$ cat src/rtl/ifetch_pkg.sv
// Shared widths, fetch step and controller state codes for the instruction fetch slice.
package ifetch_pkg;
    localparam int INST_W = 16;
    localparam int ADDR_W = 16;
    localparam logic [ADDR_W-1:0] PC_STEP  = 16'd2;
    localparam logic [INST_W-1:0] NOP_INST = 16'h0000;

    localparam logic [1:0] ST_IDLE  = 2'd0;
    localparam logic [1:0] ST_FETCH = 2'd1;
    localparam logic [1:0] ST_STALL = 2'd2;
    localparam logic [1:0] ST_END   = 2'd3;
endpackage

$ cat src/rtl/ifetch_if.sv
// Instruction memory bus plus the decode-side valid/ready handshake.
interface ifetch_if;
    import ifetch_pkg::*;

    logic [ADDR_W-1:0] imem_addr;
    logic              imem_reset;
    logic [7:0]        imem_data_h;
    logic [7:0]        imem_data_l;
    logic              inst_valid;
    logic              inst_ready;
    logic [INST_W-1:0] inst_data;
    logic [ADDR_W-1:0] inst_pc;

    modport master (
        output imem_addr, imem_reset, inst_valid, inst_data, inst_pc,
        input  imem_data_h, imem_data_l, inst_ready
    );

    modport slave (
        input  imem_addr, imem_reset, inst_valid, inst_data, inst_pc,
        output imem_data_h, imem_data_l, inst_ready
    );
endinterface

$ cat src/rtl/ifetch_fifo.sv
// Prefetch FIFO holding {pc, inst} words; flush wins over push and pop.
module ifetch_fifo #(
    parameter  int DEPTH = 4,
    parameter  int WIDTH = 32,
    localparam int PW    = (DEPTH > 1) ? $clog2(DEPTH) : 1,
    localparam int CW    = $clog2(DEPTH) + 1
) (
    input  logic             clk,
    input  logic             reset,
    input  logic             push,
    input  logic             pop,
    input  logic             flush,
    input  logic [WIDTH-1:0] din,
    output logic [WIDTH-1:0] head,
    output logic [CW-1:0]    count
);

    logic [WIDTH-1:0] mem [DEPTH];
    logic [PW-1:0]    wr_ptr;
    logic [PW-1:0]    rd_ptr;
    logic             do_push;
    logic             do_pop;

    // Push on a full FIFO is dropped even when a pop frees a slot that cycle.
    assign do_push = push && (count < CW'(DEPTH));
    assign do_pop  = pop && (count != '0);
    assign head    = mem[rd_ptr];

    always_ff @(posedge clk) begin
        if (reset) begin
            wr_ptr <= '0;
            rd_ptr <= '0;
            count  <= '0;
            for (int i = 0; i < DEPTH; i++) mem[i] <= '0;
        end else if (flush) begin
            wr_ptr <= '0;
            rd_ptr <= '0;
            count  <= '0;
        end else begin
            if (do_push) begin
                mem[wr_ptr] <= din;
                wr_ptr      <= wr_ptr + PW'(1);
            end
            if (do_pop) rd_ptr <= rd_ptr + PW'(1);
            case ({do_push, do_pop})
                2'b10:   count <= count + CW'(1);
                2'b01:   count <= count - CW'(1);
                default: ;
            endcase
        end
    end

endmodule

$ cat src/rtl/ifetch_ctrl.sv
// Fetch controller: walks the fetch PC, fills the prefetch FIFO, serves decode.
//   state    | meaning
//   IDLE     | one cycle after reset while memory settles
//   FETCH    | push one word per cycle and advance the PC
//   STALL    | FIFO full or halted; PC held
//   END      | PC beyond MAX_ADDR; drain only, left by redirect or reset
module ifetch_ctrl
    import ifetch_pkg::*;
#(
    parameter  int                FIFO_DEPTH = 4,
    parameter  logic [ADDR_W-1:0] RESET_PC   = 16'h0000,
    parameter  logic [ADDR_W-1:0] MAX_ADDR   = 16'd200,
    localparam int                CW         = $clog2(FIFO_DEPTH) + 1
) (
    input  logic              clk,
    input  logic              reset,
    ifetch_if.master          bus,
    input  logic              halt,
    input  logic              redirect_valid,
    input  logic [ADDR_W-1:0] redirect_pc,
    output logic [CW-1:0]     fifo_count
);

    logic [1:0]               state;
    logic [1:0]               state_nxt;
    logic [ADDR_W-1:0]        fetch_pc;
    logic [ADDR_W-1:0]        pc_inc;
    logic [ADDR_W-1:0]        redirect_al;
    logic                     full;
    logic                     push;
    logic                     pop;
    logic [ADDR_W+INST_W-1:0] head;

    assign full        = (fifo_count == CW'(FIFO_DEPTH));
    assign redirect_al = {redirect_pc[ADDR_W-1:1], 1'b0};
    assign pc_inc      = fetch_pc + PC_STEP;
    assign push        = (state == ST_FETCH) && !halt && !redirect_valid && !full;

    // The head is withheld during a redirect so a wrong-path word never leaves.
    assign bus.inst_valid = (fifo_count != '0) && !redirect_valid;
    assign pop            = bus.inst_valid && bus.inst_ready;
    assign bus.imem_addr  = fetch_pc;
    assign bus.inst_data  = head[INST_W-1:0];
    assign bus.inst_pc    = head[ADDR_W+INST_W-1:INST_W];

    always_comb begin
        state_nxt = state;
        if (redirect_valid) begin
            if (redirect_al > MAX_ADDR) state_nxt = ST_END;
            else if (halt)              state_nxt = ST_STALL;
            else                        state_nxt = ST_FETCH;
        end else begin
            case (state)
                ST_IDLE:  state_nxt = ST_FETCH;
                ST_FETCH: begin
                    if (halt || full)          state_nxt = ST_STALL;
                    else if (pc_inc > MAX_ADDR) state_nxt = ST_END;
                end
                ST_STALL: if (!halt && !full) state_nxt = ST_FETCH;
                default:  ;
            endcase
        end
    end

    always_ff @(posedge clk) begin
        if (reset) begin
            state    <= ST_IDLE;
            fetch_pc <= RESET_PC;
        end else begin
            state <= state_nxt;
            if (redirect_valid) fetch_pc <= redirect_al;
            else if (push)      fetch_pc <= pc_inc;
        end
    end

    always_ff @(posedge clk) bus.imem_reset <= reset;

    ifetch_fifo #(
        .DEPTH (FIFO_DEPTH),
        .WIDTH (ADDR_W + INST_W)
    ) u_fifo (
        .clk   (clk),
        .reset (reset),
        .push  (push),
        .pop   (pop),
        .flush (redirect_valid),
        .din   ({fetch_pc, bus.imem_data_h, bus.imem_data_l}),
        .head  (head),
        .count (fifo_count)
    );

endmodule

$ cat src/flat_wrapper.sv
// flat-port wrapper written by rule: the top's interface ports become plain ports
module ifetch_ctrl_flat import ifetch_pkg::*;
#(
    parameter  int                FIFO_DEPTH = 4,
    parameter  logic [ADDR_W-1:0] RESET_PC   = 16'h0000,
    parameter  logic [ADDR_W-1:0] MAX_ADDR   = 16'd200,
    localparam int                CW         = $clog2(FIFO_DEPTH) + 1
)
  (clk, reset, halt, redirect_valid, redirect_pc, fifo_count, bus_imem_addr, bus_imem_reset, bus_inst_valid, bus_inst_data, bus_inst_pc, bus_imem_data_h, bus_imem_data_l, bus_inst_ready);
  ifetch_if bus_i ();
  input  logic clk;
  input  logic reset;
  input  logic halt;
  input  logic redirect_valid;
  input  logic [ADDR_W-1:0] redirect_pc;
  output logic [CW-1:0] fifo_count;
  output wire logic [$bits(bus_i.imem_addr)-1:0] bus_imem_addr;
  output wire logic [$bits(bus_i.imem_reset)-1:0] bus_imem_reset;
  output wire logic [$bits(bus_i.inst_valid)-1:0] bus_inst_valid;
  output wire logic [$bits(bus_i.inst_data)-1:0] bus_inst_data;
  output wire logic [$bits(bus_i.inst_pc)-1:0] bus_inst_pc;
  input wire logic [$bits(bus_i.imem_data_h)-1:0] bus_imem_data_h;
  input wire logic [$bits(bus_i.imem_data_l)-1:0] bus_imem_data_l;
  input wire logic [$bits(bus_i.inst_ready)-1:0] bus_inst_ready;
  assign bus_imem_addr = bus_i.imem_addr;
  assign bus_imem_reset = bus_i.imem_reset;
  assign bus_inst_valid = bus_i.inst_valid;
  assign bus_inst_data = bus_i.inst_data;
  assign bus_inst_pc = bus_i.inst_pc;
  assign bus_i.imem_data_h = bus_imem_data_h;
  assign bus_i.imem_data_l = bus_imem_data_l;
  assign bus_i.inst_ready = bus_inst_ready;
  ifetch_ctrl #(.FIFO_DEPTH(FIFO_DEPTH), .RESET_PC(RESET_PC), .MAX_ADDR(MAX_ADDR)) u_core (.clk(clk), .reset(reset), .bus(bus_i), .halt(halt), .redirect_valid(redirect_valid), .redirect_pc(redirect_pc), .fifo_count(fifo_count));
endmodule
$ cat config.mk
export PLATFORM = sky130hd
export DESIGN_NAME = ifetch_ctrl_flat
export DESIGN_NICKNAME = d
export VERILOG_FILES = /design/src/rtl/ifetch_pkg.sv /design/src/rtl/ifetch_if.sv /design/src/rtl/ifetch_fifo.sv /design/src/rtl/ifetch_ctrl.sv /design/src/flat_wrapper.sv
export SDC_FILE = /design/constraint.sdc
export NUM_CORES = 1
export LEC_CHECK = 0
export CAP_MARGIN = 20
export CORE_MARGIN = 2
export CORE_UTILIZATION = 55
export CTS_CLUSTER_SIZE = 40
export DETAILED_ROUTE_END_ITERATION = 8
export PLACE_DENSITY = 0.8
export SETUP_SLACK_MARGIN = 0.02
export SYNTH_ARGS = -nofsm -noshare
export SYNTH_HDL_FRONTEND = slang
export SYNTH_SLANG_ARGS = --single-unit
$ cat constraint.sdc
create_clock -name clk -period 6.7 [get_ports clk]
set_input_delay 2.01 -clock clk [delete_from_list [all_inputs] [get_ports clk]]
set_output_delay 2.01 -clock clk [all_outputs]
set_load 0.01 [all_outputs]
==> results.cfg, run 1 <==
[outcome]
status = complete, no violations

[floorplanning]
fp-row-count = 40
die_x_um = 116.1
die_h_um = 116.1
dieArea_um2 = 13470
start_util = 0.5681
core_region_area_um2 = 12160
ios = 90

[yosys]
synth-seq-area-share = 0.6172
synthTopCellsByCount = 124 x edfxtp_1, 115 x nor2_1, 48 x nand2_1
ys.flop_type = edfxtp_1
avgSynthCellArea_um2 = 12.32
synth_most_common_cell = edfxtp_1
synth_area_leader_cell = edfxtp_1
synth_cells = 561
synth_top_cells_by_area = edfxtp_1 54%, mux4_2 10%, dfxtp_1 7.8%
synth-seq-cells = 151
synth_area_um2 = 6909
yosysWarnings = 0
ys_async_sr_fraction = 0
synth_top_area_frac = 0.5389
synth-edff-count = 124
synth.distinct_cells = 53

[power_and_ir_drop]
pwr-share-clk = 0.386
pwr-share-comb = 0.092
switching_share = 0.2247
p_int_uw = 1611
p_leak_uw = 0.003173
p_per_area_nw_per_um2 = 247.1
switchingPower_uw = 466.9
ir_worst_vdd_uv = 171.6
pwr-share-seq = 0.522

[detailed_routing]
wl_per_cell_um = 18.51
drt-vias-per-instance = 5.740
ant_nets = 0
drt-pass1-iter-count = 5
drt_iter0_markers = 516
drc = 0
routed-via-count = 4684
drt_wl_total_um = 15110

[min_path]
hold-path-cell-count = 2
min_from = u_core.state[0]
worstHoldPathType = reg2reg
hold_end = u_core.state[0]

[setup_path]
start_kind = primary input
worstSetupPathType = in2out
reg2reg_setup_slack_ps = 4120
r2r-start = u_core.bus.imem_addr[1]
r2r_cells = 7
arrival_ps = 3330
cp.required_ps = 4690
crit_fanout = 24
timing.rr.end = u_core.state[1]
cp-end-kind = primary output

[placed_design]
io_buffer_count = 86
dpl_cell_area_um2 = 7905
routabilityCongestion = 0.8630
dp.cells = 787
dpl.hpwl_um = 8909

[clock_network]
postCtsSetupBuffers = 0
cts_buffers = 17
path_clk_slew_ps = 60
cts_root_buffer = clkbuf_16
hold_buffers = 0
clkSinkCount = 151
clock_latency_ps = 420
cts.path.max_buffers = 2
cts_resized = 0
cts_tree = built
cts.htree.levels = 4

[global_route]
antenna_found_initial = 0
grt_pass1_wl_um = 23690
grt_pass1_vias = 4804
grt_usage = 0.2384
grt_overflow = 0
grt_max_degree = 42

[timing]
fin_tns_setup_ps = 0
drv_slew = 0
rsz0062_at_grt = no
post-route-min-period_ps = 5341
worstMarginPinSlew_ps = 1054
finalHoldViolations = 0
post-route-period-util = 0.7971
finClkSkew_ps = 7.638
max_freq_ghz = 0.1872
relSlewSlack = 0.2954
report.final.setup_viol = 0

[finish]
fin_area_um2 = 8408
layout-drive-gt1-share = 0.1157
final_cells = 816
finalNetCount = 683
num_antenna_cells = 0
syn2layout_area_growth_pct = 21.69

[run]
drv_cap = 0
==> critical path, cell delays in order <==
cell,delay [ps]
clkdlybuf4s50_1,390
buf_4,220
nor2_1,150
clkdlybuf4s50_1,550
==> worst max path at each step <==
stage	depth (start not counted)	to	slack (ps)	startpoint
after global placement	4	bus_inst_valid	1380	redirect_valid
final	4	bus_inst_valid	1360	redirect_valid
after global routing	4	bus_inst_valid	1290	redirect_valid
after CTS	4	bus_inst_valid	1360	redirect_valid
after detailed placement	4	bus_inst_valid	1380	redirect_valid
after floorplan	4	u_core.u_fifo.mem[1][0]	2180	redirect_valid
==> power by group through the flow <==
stage | registers, uW | logic [uW] | clock network [uW]
5_1_grt | 1090 | 208 | 847
4_1_cts | 1090 | 189 | 804
3_3_place_gp | 1100 | 184 | 0
2_1_floorplan | 1090 | 104 | 0
3_5_place_dp | 1100 | 187 | 0
6_report | 1080 | 192 | 801
==> sequential cells by signal, indices dropped and copies added, names as in the netlist, named ones only <==
| name | count |
|---|---|
| u_core.bus.imem_addr | 15 |
| u_core.bus.imem_reset | 1 |
| u_core.state | 2 |
| u_core.u_fifo.count | 3 |
| u_core.u_fifo.mem | 124 |
| u_core.u_fifo.rd_ptr | 2 |
| u_core.u_fifo.wr_ptr | 2 |
==> cells by family after synthesis <==
group                      share of synthesized area
xor gates and xnor gates                     0.01014
adders and majority gates                    0.01376
buffers and inverters                        0.04618
DFF                                           0.6172
AOI/OAI and AO/OA                            0.05451
and+or+nand+nor                               0.1469
other                                      0.0005428
muxes                                         0.1108
==> metal layers <==
metal	track usage	vias to the layer above	wire [um]
met3	0.05439	27	1029
met4	0.09444	0	242
met1	0.3075	2290	6165
met2	0.3961	206	7670
li1	-	2161	-
met5	0	-	0
==> layout by cell type (no fill, tap or decap), drive strengths merged, types with 4 or more instances in the layout <==
cell / count
a21oi: 11
a221oi: 4
a222oi: 4
a31oi: 5
and3: 11
buf: 8
clkbuf: 21
clkdlybuf4s50: 86
clkinv: 5
dfxtp: 27
edfxtp: 124
ha: 6
inv: 43
mux4: 31
nand2: 48
nand2b: 8
nand3: 7
nor2: 115
nor3: 9
nor4: 9
o21ai: 14
xor2: 5
==> metrics by stage <==
stage	setup slack (ps)	util	power (uW)	hold WS [ps]
3_3_place_gp	1378	0.6500	1284	478.7
5_1_grt	1288	0.6914	2144	534.8
3_5_place_dp	1378	0.6500	1291	494.3
2_1_floorplan	2176	-	1198	466.3
6_report	1359	0.6914	2078	500.6
4_1_cts	1364	0.6891	2078	499.9
==> cell type report <==
class / instances / area, um^2
well taps: 168 / 210.2
fillers: 842 / 3754
clock inverters: 7 / 35.03
repair buffers: 94 / 940.9
clock buffers: 21 / 440.4
flip-flops and latches: 151 / 4265
inverters: 43 / 161.4
multi-input cells: 332 / 2355
Power figures use the tool's default switching activity.
==> run 2, diff against run 1 <==
==> constraint.sdc (replaced) <==
create_clock -name clk -period 5.31 [get_ports clk]
set_input_delay 1.593 -clock clk [delete_from_list [all_inputs] [get_ports clk]]
set_output_delay 1.593 -clock clk [all_outputs]
set_load 0.01 [all_outputs]
==> results.cfg, run 2 (synthesis gave the netlist of run 1 again) <==
[outcome]
status = complete, no violations

[finish]
multi_input_area_um2 = 2355
finalNetCount = 686
mostFrequentLayoutCells = 124 x edfxtp_1, 114 x nor2_1, 86 x clkdlybuf4s50_1
layout-drive-gt1-share = 0.1328
syn2layout_area_growth_pct = 23.56
fill_cells = 862
num_antenna_cells = 0
largest_reg_flops = 124
largest-register = u_core.u_fifo.mem
layout_commonest_cell = edfxtp_1
register_area_um2 = 4265

[timing]
relSlewSlack = 0.3450
post-route-period-util = 0.8091
worstMarginPinSlew_ps = 982.5
rsz0062_at_grt = no
finalHoldViolations = 0
max_freq_ghz = 0.2328
report.final.setup_viol = 0
finClkSkew_ps = 8.903
drv_slew = 0
post-route-min-period_ps = 4296
fin_tns_setup_ps = 0

[global_route]
antenna_found_initial = 0
grt_usage = 0.2451
grt_max_degree = 42
grt_pass1_vias = 4831
grt_overflow = 0
grt_pass1_wl_um = 24570

[floorplanning]
fp-row-count = 40
die_h_um = 116.1
ios = 90
dieArea_um2 = 13470
die_x_um = 116.1
core_region_area_um2 = 12160
start_util = 0.5681

[setup_path]
critical_path.top_delay_family = buffers and inverters
reg2reg_setup_slack_ps = 2690
max_stage_delay_ps = 550
critPathCapture = bus_inst_valid
cp.depth = 3
start_kind = primary input
cp.required_ps = 3720
startpoint = redirect_valid
cp-end-kind = primary output
path_cells = clkdlybuf4s50_1 -> nor2_1 -> clkdlybuf4s50_1
r2r-start = u_core.state[1]
worstSetupPathType = in2out
timing.rr.end = u_core.u_fifo.mem[1][12]
crit_fanout = 2
cpMostUsedCell = clkdlybuf4s50_1
cpMaxStageDelayCell = clkdlybuf4s50_1
arrival_ps = 2700
r2r_cells = 7
crit_buf_inv = 2

[clock_network]
postCtsSetupBuffers = 0
clock_latency_ps = 420
clkSinkCount = 151
cts_resized = 0
cts_tree = built
cts_root_buffer = clkbuf_16
cts.path.max_buffers = 2
path_clk_slew_ps = 60
cts_buffers = 17
hold_buffers = 0
cts.htree.levels = 4

[placed_design]
dpl.hpwl_um = 9441
io_buffer_count = 86
routabilityCongestion = 0.8735

[detailed_routing]
drc = 0
ant_nets = 0
drt_wl_total_um = 15350
wl_per_cell_um = 18.65
drt-pass1-iter-count = 6
routed-via-count = 4723
drt-vias-per-instance = 5.739
drt_iter0_markers = 485

[min_path]
worstHoldPathType = reg2reg

[run]
drv_cap = 0

[power_and_ir_drop]
p_per_area_nw_per_um2 = 330.9
ir_worst_vdd_uv = 225.5
p_leak_uw = 0.003238
p_total_uw = 2825
==> run 2: changes by cell type in the layout (fill, tap and decap cells not counted), sizes merged <==
cell and delta:
clkbuf -4, buf +3, bufinv +3, inv +3
clkinv +1, clkinvlp +1
==> run 2: how the worst min path moves through the flow <==
| stage | cells after the start | from | endpoint |
|---|---|---|---|
| after global placement | 2 | u_core.state[0] | u_core.state[0] |
| after CTS | 2 | u_core.state[0] | u_core.state[0] |
| after global routing | 2 | u_core.state[0] | u_core.state[0] |
| after floorplan | 2 | u_core.state[0] | u_core.state[0] |
| after detailed placement | 2 | u_core.state[0] | u_core.state[0] |
| final | 2 | u_core.state[0] | u_core.state[0] |
==> run 2: worst reg2reg max path, cell delays in order (launching register included) <==
cell and delay (ps):
dfxtp_1 310, inv_1 100, ha_1 180, nand2b_1 120, nor3_2 330, inv_1 280
o21bai_4 720, buf_4 300
==> run 2: cell type report <==
class	instances	area share
multi-input combinational	332	0.2758
clock inverter	15	0.02067
sequential	151	0.4996
clock buffer	17	0.04983
tap	168	0.02462
timing repair buffer	97	0.1105
inverter	43	0.01891
==> run 2: metrics by stage <==
step / hold WS (ps) / instance area [um^2] / std cells / util / setup WS, ps
6_report: 515.1 / 8537 / 823 / 0.7020 / 1014
5_1_grt: 528.1 / 8537 / 823 / 0.7020 / 855.2
4_1_cts: 512.5 / 8537 / 823 / 0.7020 / 963.1
3_5_place_dp: 505.3 / 7935 / 791 / 0.6525 / 911.5
3_3_place_gp: 480.7 / 7935 / 791 / 0.6525 / 988.7
2_1_floorplan: 466.3 / 6913 / 562 / - / 1203
==> run 2: where the power goes <==
group | total [uW] | switching [uW] | leakage (uW) | internal, uW
Clock | 1220 | 476 | 0.000283 | 740
Sequential | 1370 | 35.0 | 0.00150 | 1330
Combinational | 240 | 120 | 0.00145 | 120
==> run 2: routing by layer <==
metal	global-route usage	vias up	share of wire
li1	-	2175	-
met1	0.3211	2317	0.41
met2	0.4195	212	0.52
met3	0.05126	19	0.066
met4	0.06905	0	0.012
met5	0	-	0
